`config.mk`:
```
export PLATFORM = sky130hd
export DESIGN_NAME = rvfi_trace_fifo
export DESIGN_NICKNAME = d
export VERILOG_FILES = /design/src/rtl/rvfi_trace_fifo.sv
export SDC_FILE = /design/constraint.sdc
export NUM_CORES = 1
export LEC_CHECK = 0
export BUFFER_PORTS_ARGS = -buffer_cell sky130_fd_sc_hd__buf_2
export CAP_MARGIN = 20
export CELL_PAD_IN_SITES_DETAIL_PLACEMENT = 1
export CELL_PAD_IN_SITES_GLOBAL_PLACEMENT = 1
export CORE_MARGIN = 4
export CORE_UTILIZATION = 45
export CTS_CLUSTER_DIAMETER = 100
export DETAILED_ROUTE_END_ITERATION = 12
export MAX_ROUTING_LAYER = met4
export PLACE_DENSITY = 0.67
export SLEW_MARGIN = 0
export SYNTH_ARGS = -nofsm -noshare
export SYNTH_HDL_FRONTEND = slang
export SYNTH_SLANG_ARGS = --single-unit
```
`constraint.sdc`:
```
create_clock -name clk_i -period 51.3 [get_ports clk_i]
set_clock_uncertainty 0.2 [all_clocks]
set_input_delay 5.13 -clock clk_i [delete_from_list [all_inputs] [get_ports clk_i]]
set_output_delay 5.13 -clock clk_i [all_outputs]
set_load 0.05 [all_outputs]
```
`src/rtl/rvfi_trace_fifo.sv`:
```
// Retire-packet trace FIFO: stores RVFI retire packets and streams each one
// as six 32-bit words over a valid/ready interface. Packets that arrive while full are dropped and counted.
module rvfi_trace_fifo #(
  parameter int DEPTH  = 8,
  parameter int DROP_W = 16
) (
  input  logic                       clk_i,
  input  logic                       rst_ni,
  input  logic                       rvfi_valid,
  input  logic [63:0]                rvfi_order,
  input  logic [31:0]                rvfi_insn,
  input  logic                       rvfi_trap,
  input  logic                       rvfi_halt,
  input  logic                       rvfi_intr,
  input  logic [1:0]                 rvfi_mode,
  input  logic [4:0]                 rvfi_rs1_addr,
  input  logic [4:0]                 rvfi_rs2_addr,
  input  logic [4:0]                 rvfi_rd_addr,
  input  logic [31:0]                rvfi_rd_wdata,
  input  logic [31:0]                rvfi_pc_rdata,
  input  logic [31:0]                rvfi_pc_wdata,
  input  logic                       enable_i,
  input  logic                       clear_i,
  output logic [31:0]                trace_data_o,
  output logic                       trace_valid_o,
  input  logic                       trace_ready_i,
  output logic                       trace_last_o,
  output logic [$clog2(DEPTH):0]     fifo_level_o,
  output logic [DROP_W-1:0]          drop_count_o,
  output logic                       overflow_o
);

  localparam int PW = $clog2(DEPTH);
  localparam int LW = PW + 1;

  typedef enum logic {IDLE = 1'b0, SEND = 1'b1} state_e;

  state_e            state_q;
  logic [2:0]        idx_q;
  logic [LW-1:0]     level_q, level_d;
  logic [PW-1:0]     wr_ptr_q, rd_ptr_q;
  logic [DROP_W-1:0] drop_q;
  logic              ovf_q;
  logic [5:0][31:0]  mem_q [DEPTH];
  logic [5:0][31:0]  pkt_d;
  logic [31:0]       data_d;
  logic              hs_d, pop_d, push_req_d, accept_d, drop_d;

  assign pkt_d = {{rvfi_trap, rvfi_halt, rvfi_intr, rvfi_mode, 12'b0,
                   rvfi_rs2_addr, rvfi_rs1_addr, rvfi_rd_addr},
                  rvfi_rd_wdata, rvfi_pc_wdata, rvfi_insn, rvfi_pc_rdata,
                  rvfi_order[31:0]};

  assign hs_d       = (state_q == SEND) && trace_ready_i;
  assign pop_d      = hs_d && (idx_q == 3'd5);
  assign push_req_d = rvfi_valid && enable_i && !clear_i;
  // A full FIFO still accepts when the head's last word leaves this same cycle.
  assign accept_d   = push_req_d && ((level_q < LW'(DEPTH)) || pop_d);
  assign drop_d     = push_req_d && !accept_d;
  assign level_d    = level_q + {{PW{1'b0}}, accept_d} - {{PW{1'b0}}, pop_d};

  always_ff @(posedge clk_i) begin
    if (accept_d) begin
      mem_q[wr_ptr_q] <= pkt_d;
    end
  end

  always_ff @(posedge clk_i or negedge rst_ni) begin
    if (!rst_ni) begin
      state_q  <= IDLE;
      idx_q    <= 3'd0;
      level_q  <= '0;
      wr_ptr_q <= '0;
      rd_ptr_q <= '0;
      drop_q   <= '0;
      ovf_q    <= 1'b0;
    end else if (clear_i) begin
      state_q  <= IDLE;
      idx_q    <= 3'd0;
      level_q  <= '0;
      wr_ptr_q <= '0;
      rd_ptr_q <= '0;
      drop_q   <= '0;
      ovf_q    <= 1'b0;
    end else begin
      level_q <= level_d;
      if (accept_d) wr_ptr_q <= wr_ptr_q + PW'(1);
      if (pop_d)    rd_ptr_q <= rd_ptr_q + PW'(1);
      if (drop_d) begin
        ovf_q <= 1'b1;
        if (drop_q != {DROP_W{1'b1}}) drop_q <= drop_q + DROP_W'(1);
      end
      case (state_q)
        IDLE: begin
          if (level_q != '0) begin
            state_q <= SEND;
            idx_q   <= 3'd0;
          end
        end
        SEND: begin
          if (hs_d) begin
            if (idx_q == 3'd5) begin
              idx_q   <= 3'd0;
              state_q <= (level_d != '0) ? SEND : IDLE;
            end else begin
              idx_q <= idx_q + 3'd1;
            end
          end
        end
        default: begin
          state_q <= IDLE;
          idx_q   <= 3'd0;
        end
      endcase
    end
  end

  always_comb begin
    data_d = 32'd0;
    if (state_q == SEND) begin
      case (idx_q)
        3'd0:    data_d = mem_q[rd_ptr_q][0];
        3'd1:    data_d = mem_q[rd_ptr_q][1];
        3'd2:    data_d = mem_q[rd_ptr_q][2];
        3'd3:    data_d = mem_q[rd_ptr_q][3];
        3'd4:    data_d = mem_q[rd_ptr_q][4];
        3'd5:    data_d = mem_q[rd_ptr_q][5];
        default: data_d = 32'd0;
      endcase
    end else begin
      data_d = 32'd0;
    end
  end

  assign trace_data_o  = data_d;
  assign trace_valid_o = (state_q == SEND);
  assign trace_last_o  = (state_q == SEND) && (idx_q == 3'd5);
  assign fifo_level_o  = level_q;
  assign drop_count_o  = drop_q;
  assign overflow_o    = ovf_q;

endmodule
```
# [Word level (Yosys, flattened, before mapping)]
# Memories as Yosys holds them, arrays and structs flattened.
# Index checks and enable logic that the tools add are counted.
[totals] reg_bits=31 mem_bits_rw=1440 inputBits=218 out_inout_bits=55 wordCells=68 memories=1
[classes] add_sub_neg=6 n_lt_le_gt_ge=1 eq_ne=8 muxes=25 bitwise_logic=1 n_reduce_logical=19
[memory_table] name="mem_q" words=8 width=180 read_ports=1 rd_ports_with_merged_regs=0 wr=1 line="44" rtl="logic [5:0][31:0] mem_q [DEPTH];"
[op_table] operator="$pmux 32 s6" count=1
[op_table] operator="$mux 16" count=3
[op_table] operator="$mux 32" count=1
[op_table] operator="$mux 3" count=8
[op_table] operator="$add 16x1->16 const B" count=1
[op_table] operator="$ne 16x16->1 const B" count=1
[op_table] operator="$add 3x1->3 const B" count=3
[op_table] operator="$mux 1" count=9
[op_table] operator="$reduce_bool 2->1" count=4
[op_table] operator="$reduce_bool 4->1" count=2
[op_table] operator="$logic_and 1x1->1" count=7
[op_table] operator="$eq 3x2->1 const B" count=2
[op_table] operator="$eq 3x3->1 const B" count=2
[op_table] operator="$pmux 3 s2" count=1
[op_table] operator="$add 4x1->4" count=1
[op_table] operator="$lt 4x4->1 const B" count=1
[op_table] operator="$mux 4" count=1
[op_table] operator="$reduce_and 2->1" count=2
[op_table] operator="$sub 4x1->4" count=1
[op_table] operator="$eq 3x1->1 const B" count=1
[op_table] operator="$logic_not 3->1" count=1
[op_table] operator="$ne 3x2->1 const B" count=1
[op_table] operator="$ne 3x3->1 const B" count=1
[op_table] operator="$logic_not 1->1" count=2
[op_table] operator="3 further kinds" count=3

# [Logic depth before layout (Yosys ltp)]
# Gate-level depths: netlist of the first run.
[logic_depth] word_depth=12 depth_mapped=12 ltp_nobuf=11

# [Least setup slack after synthesis of the first run]
# OpenSTA, ideal clock, no wires.
[synth_path] path_type="input port to flip-flop" from="input trace_ready_i" to="memory mem_q[0][0] in the netlist's numbering (enable)" setup_time_ns=1.164 arrival_time_ns=22.852 required_ns=49.936 path_slack_ns=27.083 cell_stages=4 path_buffers=0 cell_sequence="nand2_1 -> o21ai_0 -> nand3b_1 -> nor4_1"
[synth_between] elab_chain_cells=6
[synth_rtl] element="start, declared" line="26" rtl="input logic trace_ready_i,"
[synth_rtl] element="$logic_and 1x1->1" line="54" rtl="assign hs_d = (state_q == SEND) && trace_ready_i;"
[synth_rtl] element="$logic_and 1x1->1" line="55" rtl="assign pop_d = hs_d && (idx_q == 3'd5);"
[synth_rtl] element="$logic_or 1x1->1" line="58" rtl="assign accept_d = push_req_d && ((level_q < LW'(DEPTH)) || pop_d);"
[synth_rtl] element="$logic_and 1x1->1" line="58"
[synth_rtl] element="$mux 1" line="63" rtl="if (accept_d) begin"
[synth_rtl] element="$mux 1 (implied by the code)" line="64" rtl="mem_q[wr_ptr_q] <= pkt_d;"
[synth_rtl] element="end, declared" line="44"
# No other way between the ends.

# [Worst setup path in the final report of the first run]
[layout_path] from="register rd_ptr_q[1]" to="output trace_data_o[10]"
[layout_between] elab_chain_cells=3
[layout_rtl] element="start, declared" line="41" rtl="logic [PW-1:0] wr_ptr_q, rd_ptr_q;"
[layout_rtl] element="start signal, assigned" line="88" rtl="if (pop_d) rd_ptr_q <= rd_ptr_q + PW'(1);"
[layout_rtl] element="$mem_v2 8x180"
[layout_rtl] element="$pmux 32 s6" line="121" rtl="case (idx_q)"
[layout_rtl] element="$mux 32" line="120" rtl="if (state_q == SEND) begin"
[layout_rtl] element="end, declared" line="24" rtl="output logic [31:0] trace_data_o,"
# No other way between the ends.

==> results of run 1 <==
[cell usage in the layout (no fill, tap or decap), drive strengths merged, types with 9 or more instances in the layout]
| cell | count |
|---|---|
| nor2 | 59 |
| clkinv | 69 |
| and3 | 14 |
| o21ai | 17 |
| xnor2 | 16 |
| mux4 | 338 |
| dfrtp | 31 |
| edfxtp | 1440 |
| mux2i | 113 |
| inv | 25 |
| nand2 | 52 |
| a22oi | 30 |
| bufinv | 9 |
| a31oi | 9 |
| ha | 9 |
| a2111oi | 10 |
| mux2 | 16 |
| diode | 38 |
| o22ai | 23 |
| clkbuf | 189 |
| nor3 | 9 |
| a21oi | 21 |
| nand3 | 29 |
| a221oi | 38 |
| a211oi | 9 |
| buf | 297 |
[power groups by stage]
stage               Sequential (uW)  Clock, uW  Combinational (uW)
floorplan                      1360          0                26.8
global placement               1350          0                63.1
detailed placement             1350          0                66.6
CTS                            1330       1090                66.9
global route                   1330       1150                71.2
finish                         1330       1070                65.9
[critical path, stage by stage (launching register included)]
cell and delay (ps):
dfrtp_4 730, buf_4 700, buf_12 620, buf_4 890, mux4_2 420, mux2i_1 200
o22ai_1 190, a2111oi_0 480, nor2_1 200, buf_2 300
[cell type report]
type / instances / area, sq um / share of cell area
well taps: 1637 / 2048 / 0.03176
diodes: 38 / 95.09 / 0.001475
clock buffers: 189 / 4070 / 0.06311
multi-input cells: 890 / 11700 / 0.1815
inverters: 16 / 65.06 / 0.001009
clock inverters: 91 / 780.7 / 0.01211
repair buffers: 297 / 1699 / 0.02635
flip-flops and latches: 1471 / 44030 / 0.6827
[through the flow]
stage | utilization | cells | total power [uW] | cell area [sq um] | hold WS [ps]
after detailed placement | 0.4795 | 4310 | 1422 | 59510 | 317.7
after global routing | 0.5194 | 4620 | 2549 | 64470 | 373.2
after floorplan | - | 2517 | 1386 | 56390 | 375.6
after CTS | 0.5186 | 4590 | 2491 | 64370 | 335.1
final | 0.5196 | 4629 | 2466 | 64490 | 326.0
after global placement | 0.4795 | 4310 | 1417 | 59510 | 306.0
[per-layer routing]
metal	GRT usage	up-vias	routed length, microns
met1	0.2937	14680	57130
met4	0.06047	0	3155
met3	0.05392	234	11160
li1	-	11400	-
met2	0.3545	990	69580
met5	-	-	0
[flip-flops by register name (all words and copies together) (netlist names)]
signal         cells
wr_ptr_q           3
trace_valid_o      1
overflow_o         1
mem_q           1440
fifo_level_o       4
rd_ptr_q           3
drop_count_o      16
idx_q              3
[final timing paths]
kind,to,startpoint,cells past startpoint
setup / recovery,trace_data_o[10],rd_ptr_q[1],9
hold / removal,overflow_o,overflow_o,2
setup reg to reg,mem_q[3][82],idx_q[0],8
hold reg to reg,overflow_o,overflow_o,2
max in group asynchronous,rd_ptr_q[1],rst_ni,1
min in group asynchronous,overflow_o,rst_ni,1
[cells by family (layout without fill, tap and decap cells)]
| logic type | count (synthesis) | after routing |
|---|---|---|
| flops | 1471 | 1471 |
| simple gates | 198 | 198 |
| fa+ha+maj | 10 | 10 |
| other cells | 0 | 38 |
| buf+inv | 156 | 593 |
| xor+xnor | 18 | 18 |
| compound gates | 197 | 197 |
| mux | 467 | 467 |
==> results.txt, run 1 <==
Adder and majority cell fraction of the synthesized area - 0.002352
Library cell with the highest instance count after synthesis - edfxtp_1
Setup slack of the worst register-to-register path - 44,800 ps
Number of routed nets with antenna violations - 0
Part of the total power dissipated in combinational logic - 0.027
Sw frac - 0.2068
Post-synth design cell area - 56,390 sq um
Worst vdd rail ir drop - 0.00003195 V
Most numerous cell types in the synthesized netlist - edfxtp_1, mux4_2, mux2i_1
Routed via count divided by cell count - 5.898
Rel. slew slack - 0.2869
Dominant combinational cell family by area after synthesis - multiplexers
Number of clock buffers inserted by TritonCTS - 155
Endpoint type of the worst setup path - primary output
Final net count - 3,059
Die extent in y - 362.0 microns
Simple-gate share of the synthesized area - 0.01691
Share of layout cells above drive strength 1 - 0.3003
Switching power of the nets - 509.9 uW
Top cells by area in the synthesized netlist - edfxtp_1, mux4_2, mux2i_1
Number of slew-limit violations in the final report - 0
Final Hold Violating Endpoints - 0
Horiz. Die Dim - 362.0 microns
FILL cells - 10,780
Routed wire length per instance - 30.46 microns
Startpoint class of the critical path - flop
H-tree levels - 4
Cells after Synth - 2,517
Synthesized area per cell - 22.40 sq um
Fraction of power consumed by sequential logic - 0.539
Static Leakage - 0.02051 uW
Initial antenna violation count - 60
Area share of the largest cell type after synthesis - 0.7669
Number of port buffers - 240
Sum of negative setup slack - 0 ps
Total number of clock tree sinks - 1,471
Detailed-route via count - 27,300
RePlAce Congestion - 0.7536
Worst Slack Setup Final - 40,160 ps
Half-perimeter wire length of the detailed placement result - 79,360 microns
Data required time of the critical path - 45,970 ps
Starting density of the core - 0.4543
Clk root buf - clkbuf_16
Count of boundary I/O pins - 273
Nets in the synthesized netlist - 2,745
Maximum operating frequency - 0.08976 GHz
First-iteration detailed-routing DRC count - 2,511
Final clock period utilization by the worst path - 0.2172
Global-route usage over all layers - 0.2236
Fraction of the yosys area taken by sequential cells - 0.7807
Arr. time, crit path - 5810 ps
Unrepaired setup endpoints after global routing - no
First-pass GRT wire length - 205,600 microns
Vias in the first global route - 29,310
Number of iterations in the first detailed-routing pass - 5
Xor/xnor cell area share of the yosys netlist - 0.002796
Most used flip-flop cell after synthesis - edfxtp_1
CTS Hold Buffers Added - 0
Synthesized-area fraction occupied by ao, oa, aoi and oai cells - 0.02570
Share of synthesized registers carrying an async set or reset - 0.02107
Signed area change from the synthesized netlist to the final layout - 14.37%
Total die area - 131,000 sq um
Critical path class - flop to primary output
Remaining global-route overflow - 0
Cell Pwr Density - 38.24 nW/um^2
Max-cap violation count - 0
Register clock-pin slew on the reported worst setup and hold paths - 60 ps
Internal power - 1956 uW
Flop and latch count out of synthesis - 1,471
Clock period minus worst slack - 11,140 ps
Post-cts sizing count - 0
Postcts setup bufs - 0
Area of the placeable core - 124,100 sq um
Place WS - 40,620 ps
Worst min-delay path class - flop to flop
YS warnings - 0
Largest fanout of any net on the critical path - 133
Run status - finished clean
Clock latency of the later-clocked register in the worst-skew pair - 770 ps
CTS tree - built
Maximum buffer depth of the clock tree - 3
Pin count of the biggest net entering global routing - 134
Count of cell types in the netlist - 60
Portion of netlist area occupied by mux cells - 0.1583
Number of design rule violations left after detail routing - 0
Part of the total power dissipated in the clock network - 0.434
Final setup violation count - 0
Total wire length - 141,000 microns
Slew at the pin with the worst max-slew slack - 1067 ps
Number of synthesized flops with an enable pin - 1,440
Row count - 129
Dominant cell type by area after synthesis - edfxtp_1
(Power assumes the default switching activity.)
==> run 2: changes to the inputs <==
- clock period: 51.3 -> 10.3 ns (I/O delays scaled with it)
==> results.txt, run 2 (synthesis gave the netlist of run 1 again) <==
Cell area after placement - 59,570 sq um (was 59,510 sq um)
Worst Slack Setup Final - 4215 ps (was 40,160 ps)
Fin util - 0.5194 (was 0.5196)
Postcts setup bufs - 0 (unchanged)
Die extent in y - 362.0 microns (unchanged)
Place WS - 4960 ps (was 40,620 ps)
Clock latency of the later-clocked register in the worst-skew pair - 770 ps (about the same)
First-iteration detailed-routing DRC count - 2,719 (was 2,511)
Number of clock buffers inserted by TritonCTS - 155 (unchanged)
Half-perimeter wire length of the detailed placement result - 76,120 microns (was 79,360 microns)
Detailed-route via count - 27,030 (was 27,300)
CTS Hold Buffers Added - 0 (unchanged)
Finished Cell Area - 64,460 sq um (was 64,490 sq um)
Register name with the most flops - mem_q (unchanged)
Cell Pwr Density - 189.5 nW/um^2 (was 38.24 nW/um^2)
Starting density of the core - 0.4543 (unchanged)
Count of boundary I/O pins - 273 (unchanged)
Number of design rule violations left after detail routing - 0 (unchanged)
Unrepaired setup endpoints after global routing - no (unchanged)
Register clock-pin slew on the reported worst setup and hold paths - 60 ps (about the same)
Total wire length - 138,400 microns (was 141,000 microns)
Total number of clock tree sinks - 1,471 (unchanged)
RePlAce Congestion - 0.7601 (was 0.7536)
Final net count - 3,053 (was 3,059)
Arr. time, crit path - 4850 ps (was 5810 ps)
Final setup violation count - 0 (unchanged)
Data required time of the critical path - 9070 ps (was 45,970 ps)
Endpoint type of the worst setup path - primary output (unchanged)
Placed Cells - 4,304 (was 4,310)
Horiz. Die Dim - 362.0 microns (unchanged)
Slew at the pin with the worst max-slew slack - 1089 ps (was 1067 ps)
Number of port buffers - 240 (unchanged)
Remaining global-route overflow - 0 (unchanged)
Final clock period utilization by the worst path - 0.5907
Initial antenna violation count - 64 (was 60)
Number of standard cells in the final layout excluding fillers - 4,623 (was 4,629)
Signed area change from the synthesized netlist to the final layout - 14.33% (was 14.37%)
Number of slew-limit violations in the final report - 0 (unchanged)
Total die area - 131,000 sq um (unchanged)
CTS tree - built (unchanged)
Share of layout cells above drive strength 1 - 0.2952 (was 0.3003)
Row count - 129 (unchanged)
Clock period minus worst slack - 6085 ps
Global-route usage over all layers - 0.2211 (was 0.2236)
Max-cap violation count - 0 (unchanged)
Final Hold Violating Endpoints - 0 (unchanged)
Startpoint class of the critical path - flop (unchanged)
Flip-flop count of the largest register after layout - 1,440 (unchanged)
Largest fanout of any net on the critical path - 41 (was 133)
Static Leakage - 0.02043 uW (was 0.02051 uW)
Pin count of the biggest net entering global routing - 147 (was 134)
Worst min-delay path class - primary input to asynchronous set/reset pin (was flop to flop)
H-tree levels - 4 (unchanged)
Vias in the first global route - 29,230 (was 29,310)
Clk root buf - clkbuf_16 (unchanged)
Rel. slew slack - 0.2739 (was 0.2869)
First-pass GRT wire length - 204,000 microns (was 205,600 microns)
Area of the placeable core - 124,100 sq um (unchanged)
Final hold slack - 136.4 ps (was 326.0 ps)
Number of iterations in the first detailed-routing pass - 5 (unchanged)
Most common cell after layout, fill and taps aside - edfxtp_1 (unchanged)
Critical path class - flop to primary output (unchanged)
Maximum operating frequency - 0.1643 GHz
Worst vdd rail ir drop - 0.0001573 V (was 0.00003195 V)
Run status - finished clean (unchanged)
Number of routed nets with antenna violations - 0 (unchanged)
Routed wire length per instance - 29.94 microns (was 30.46 microns)
Post-cts sizing count - 0 (unchanged)
Commonest cells after routing, fill and taps aside - edfxtp_1, mux4_2, buf_2, clkbuf_16, mux2i_1 (unchanged)
Maximum buffer depth of the clock tree - 3 (unchanged)
Routed via count divided by cell count - 5.848 (was 5.898)
## run 2: cell types whose count changed in the layout (fill, tap and decap cells not counted), moves of 2 or more
cell       change
clkbuf_16      -2
buf_4         -13
clkinv_8       +2
buf_12         +7
clkbuf_1      +13
clkinv_1       -3
clkinv_16      -2
clkinv_2      -10
## run 2: power by group
group	leakage [uW]	internal, uW	switching (uW)
sequential	0.0134	6610	13.7
combinational	0.00472	85.2	241
clock	0.00232	3020	2240
## run 2: worst max-delay path: stages, from the launching register on
cell	delay (ps)
dfrtp_1	670
and2_1	240
ha_4	130
buf_4	570
clkinv_1	740
nand2_1	300
o21ai_2	150
buf_4	270
a31oi_1	510
buf_2	380
## run 2: cell type report
cell class / instances / area, sq um
timing repair buffer: 291 / 1725
clock buffer: 200 / 4069
tap: 1637 / 2048
fill: 10780 / 59660
multi-input combinational: 890 / 11720
clock inverter: 79 / 711.9
inverter: 16 / 65.06
sequential: 1471 / 44030
antenna: 39 / 97.59
## run 2: metrics by stage
stage               power (uW)  setup TNS [ps]
finish                   12220               0
global route             12650               0
CTS                      12350               0
detailed placement        7079               0
global placement          7057               0
floorplan                 6894        -3137230
## run 2: path summary, 6_finish.rpt
path | from | endpoint | slack (ps) | cells after the start
setup / recovery | idx_q[0] | trace_data_o[7] | 4220 | 9
hold / removal | rst_ni | drop_count_o[4] | 140 | 1
setup reg to reg | trace_valid_o | mem_q[3][77] | 5870 | 7
hold reg to reg | overflow_o | overflow_o | 320 | 2
max in group asynchronous | rst_ni | rd_ptr_q[0] | 9200 | 1
min in group clk_i | overflow_o | overflow_o | 320 | 2
## run 2: per-layer routing
layer,up-vias,part of all wire,track usage
met4,0,0.022,0.05874
met5,-,0,-
met2,944,0.50,0.3570
met1,14460,0.40,0.2865
li1,11390,-,-
met3,239,0.077,0.05082
==> run 3: changes to the inputs <==
- PLACE_DENSITY: 0.67 -> 0.69
- clock period: 10.3 -> 5.1 ns (I/O delays scaled with it)
==> results.txt, run 3 (synthesis gave the netlist of run 1 again) <==
Vias in the first global route - 30,400 (was 29,230)
Register name with the most flops - mem_q (unchanged)
Signed area change from the synthesized netlist to the final layout - 18.39% (was 14.33%)
Total number of clock tree sinks - 1,471 (unchanged)
Combined flip-flop and latch cell area - 44,030 sq um (about the same)
Detailed-route via count - 28,110 (was 27,030)
Unrepaired setup endpoints after global routing - no (unchanged)
Number of iterations in the first detailed-routing pass - 8 (was 5)
Buffers & Inverters on Critical Path - 2 (was 4)
Finished Cell Area - 66,750 sq um (was 64,460 sq um)
Routed wire length per instance - 29.66 microns (was 29.94 microns)
Number of clock buffers inserted by TritonCTS - 152 (was 155)
Arr. time, crit path - 4010 ps (was 4850 ps)
Clock latency of the later-clocked register in the worst-skew pair - 790 ps (was 770 ps)
Multi-input logic area - 11,770 sq um (was 11,720 sq um)
Delay contributed by the slowest stage of the critical path - 800 ps (was 740 ps)
Routed via count divided by cell count - 5.838 (was 5.848)
Initial antenna violation count - 34 (was 64)
Slew at the pin with the worst max-slew slack - 1151 ps (was 1089 ps)
Static Leakage - 0.02140 uW (was 0.02043 uW)
Commonest cells after routing, fill and taps aside - edfxtp_1, mux4_2, buf_2, dlygate4sd3_1, clkbuf_16 (was edfxtp_1, mux4_2, buf_2, clkbuf_16, mux2i_1)
RePlAce Congestion - 0.7615 (was 0.7601)
Worst vdd rail ir drop - 0.0003737 V (was 0.0001573 V)
Fin util - 0.5378 (was 0.5194)
Setup slack of the worst register-to-register path - 1150 ps (was 5870 ps)
CTS tree - built (unchanged)
Maximum buffer depth of the clock tree - 3 (unchanged)
First-pass GRT wire length - 210,100 microns (was 204,000 microns)
Slowest CP cell - nand3_2 (was clkinv_1)
Maximum operating frequency - 0.2120 GHz
Rel. slew slack - 0.2291 (was 0.2739)
Number of routed nets with antenna violations - 0 (unchanged)
Endpoint type of the worst setup path - primary output (unchanged)
Cell area after placement - 60,170 sq um (was 59,570 sq um)
Remaining global-route overflow - 0 (unchanged)
Starting density of the core - 0.4543 (unchanged)
Total die area - 131,000 sq um (unchanged)
Total wire length - 142,800 microns (was 138,400 microns)
Crit-path cells - nand3_2 -> buf_4 -> o22ai_1 -> a21oi_1 -> a31oi_1 -> buf_2 (was and2_1 -> ha_4 -> buf_4 -> clkinv_1 -> nand2_1 -> o21ai_2 -> buf_4 -> a31oi_1 -> buf_2)
Number of standard cells in the final layout excluding fillers - 4,815 (was 4,623)
Number of port buffers - 240 (unchanged)
Horiz. Die Dim - 362.0 microns (unchanged)
Flip-flop count of the largest register after layout - 1,440 (unchanged)
Count of boundary I/O pins - 273 (unchanged)
Die extent in y - 362.0 microns (unchanged)
Half-perimeter wire length of the detailed placement result - 82,490 microns (was 76,120 microns)
Pin count of the biggest net entering global routing - 123 (was 147)
Worst min-delay path class - primary input to flop (was primary input to asynchronous set/reset pin)
Global-route usage over all layers - 0.2270 (was 0.2211)
Critical path class - flop to primary output (unchanged)
Most common cell after layout, fill and taps aside - edfxtp_1 (unchanged)
Register clock-pin slew on the reported worst setup and hold paths - 60 ps (about the same)
FILL cells - 10,710 (was 10,780)
Area of the placeable core - 124,100 sq um (unchanged)
Clock period minus worst slack - 4717 ps
H-tree levels - 4 (unchanged)
Final hold slack - 59.63 ps (was 136.4 ps)
Share of layout cells above drive strength 1 - 0.2878 (was 0.2952)
Max-cap violation count - 0 (unchanged)
Top Family by Delay on Critical Path - buffers and inverters (unchanged)
Data required time of the critical path - 4390 ps (was 9070 ps)
Number of slew-limit violations in the final report - 0 (unchanged)
Row count - 129 (unchanged)
Final net count - 3,262 (was 3,053)
Clk root buf - clkbuf_16 (unchanged)
Sum of negative setup slack - 0 ps (unchanged)
Final clock period utilization by the worst path - 0.9250
Largest fanout of any net on the critical path - 15 (was 41)
Cell Pwr Density - 370.8 nW/um^2 (was 189.5 nW/um^2)
Placed Cells - 4,335 (was 4,304)
Final Hold Violating Endpoints - 0 (unchanged)
Final setup violation count - 0 (unchanged)
First-iteration detailed-routing DRC count - 2,761 (was 2,719)
Startpoint class of the critical path - flop (unchanged)
Number of design rule violations left after detail routing - 0 (unchanged)
Run status - finished clean (unchanged)
==> run 3: cell count changes in the layout (fill, tap and decap cells not counted), moves of 5 or more <==
| cell | previous run | this run |
|---|---|---|
| buf_12 | 11 | 35 |
| buf_4 | 39 | 45 |
| clkbuf_1 | 44 | 27 |
| clkinv_1 | 32 | 39 |
| clkinv_2 | 19 | 24 |
| diode_2 | 39 | 27 |
| dlygate4sd3_1 | 0 | 182 |
==> run 3: worst paths after layout <==
check | startpoint | endpoint | depth (start not counted)
max | idx_q[0] | trace_data_o[7] | 6
min reg2reg | overflow_o | overflow_o | 2
min | clear_i | drop_count_o[1] | 2
max reg2reg | idx_q[0] | mem_q[1][20] | 6
min in group asynchronous | rst_ni | overflow_o | 2
max in group asynchronous | rst_ni | rd_ptr_q[0] | 2
==> run 3: cell type report <==
type                            instances  area share
Sequential cell                      1471      0.6595
Multi-Input combinational cell        890      0.1762
Clock buffer                          182     0.05962
Inverter                               16   0.0009747
Timing Repair Buffer                  503     0.06125
Clock inverter                         89     0.01067
Tap cell                             1637     0.03068
Antenna cell                           27    0.001012
==> run 3: repair_timing <==
item | CTS | global route
gates resized for setup | 0 | 0
hold buffers | 182 | 0
setup endpoints to repair | 0 | 0
buffers inserted | 0 | 0
hold endpoints to repair | 1476 | 0
==> run 3: per-layer routing <==
metal | part of all wire | global-route usage | up-vias
met5 | 0 | - | -
met4 | 0.024 | 0.06529 | 0
li1 | - | - | 11770
met1 | 0.41 | 0.3022 | 15000
met2 | 0.50 | 0.3585 | 1119
met3 | 0.071 | 0.04811 | 218
==> run 3: through the flow <==
stage | power (uW) | worst slack [ps]
finish | 24750 | 382.7
global placement | 14260 | 1171
CTS | 24980 | 275.7
global route | 25590 | 46.58
detailed placement | 14310 | 1169
floorplan | 13920 | -2710
==> run 3: power breakdown <==
group	leakage (uW)	switching, uW	internal (uW)	total (uW)
clock network	0.00230	4530	6020	10600
registers	0.0134	31.4	13300	13400
logic	0.00572	545	274	819
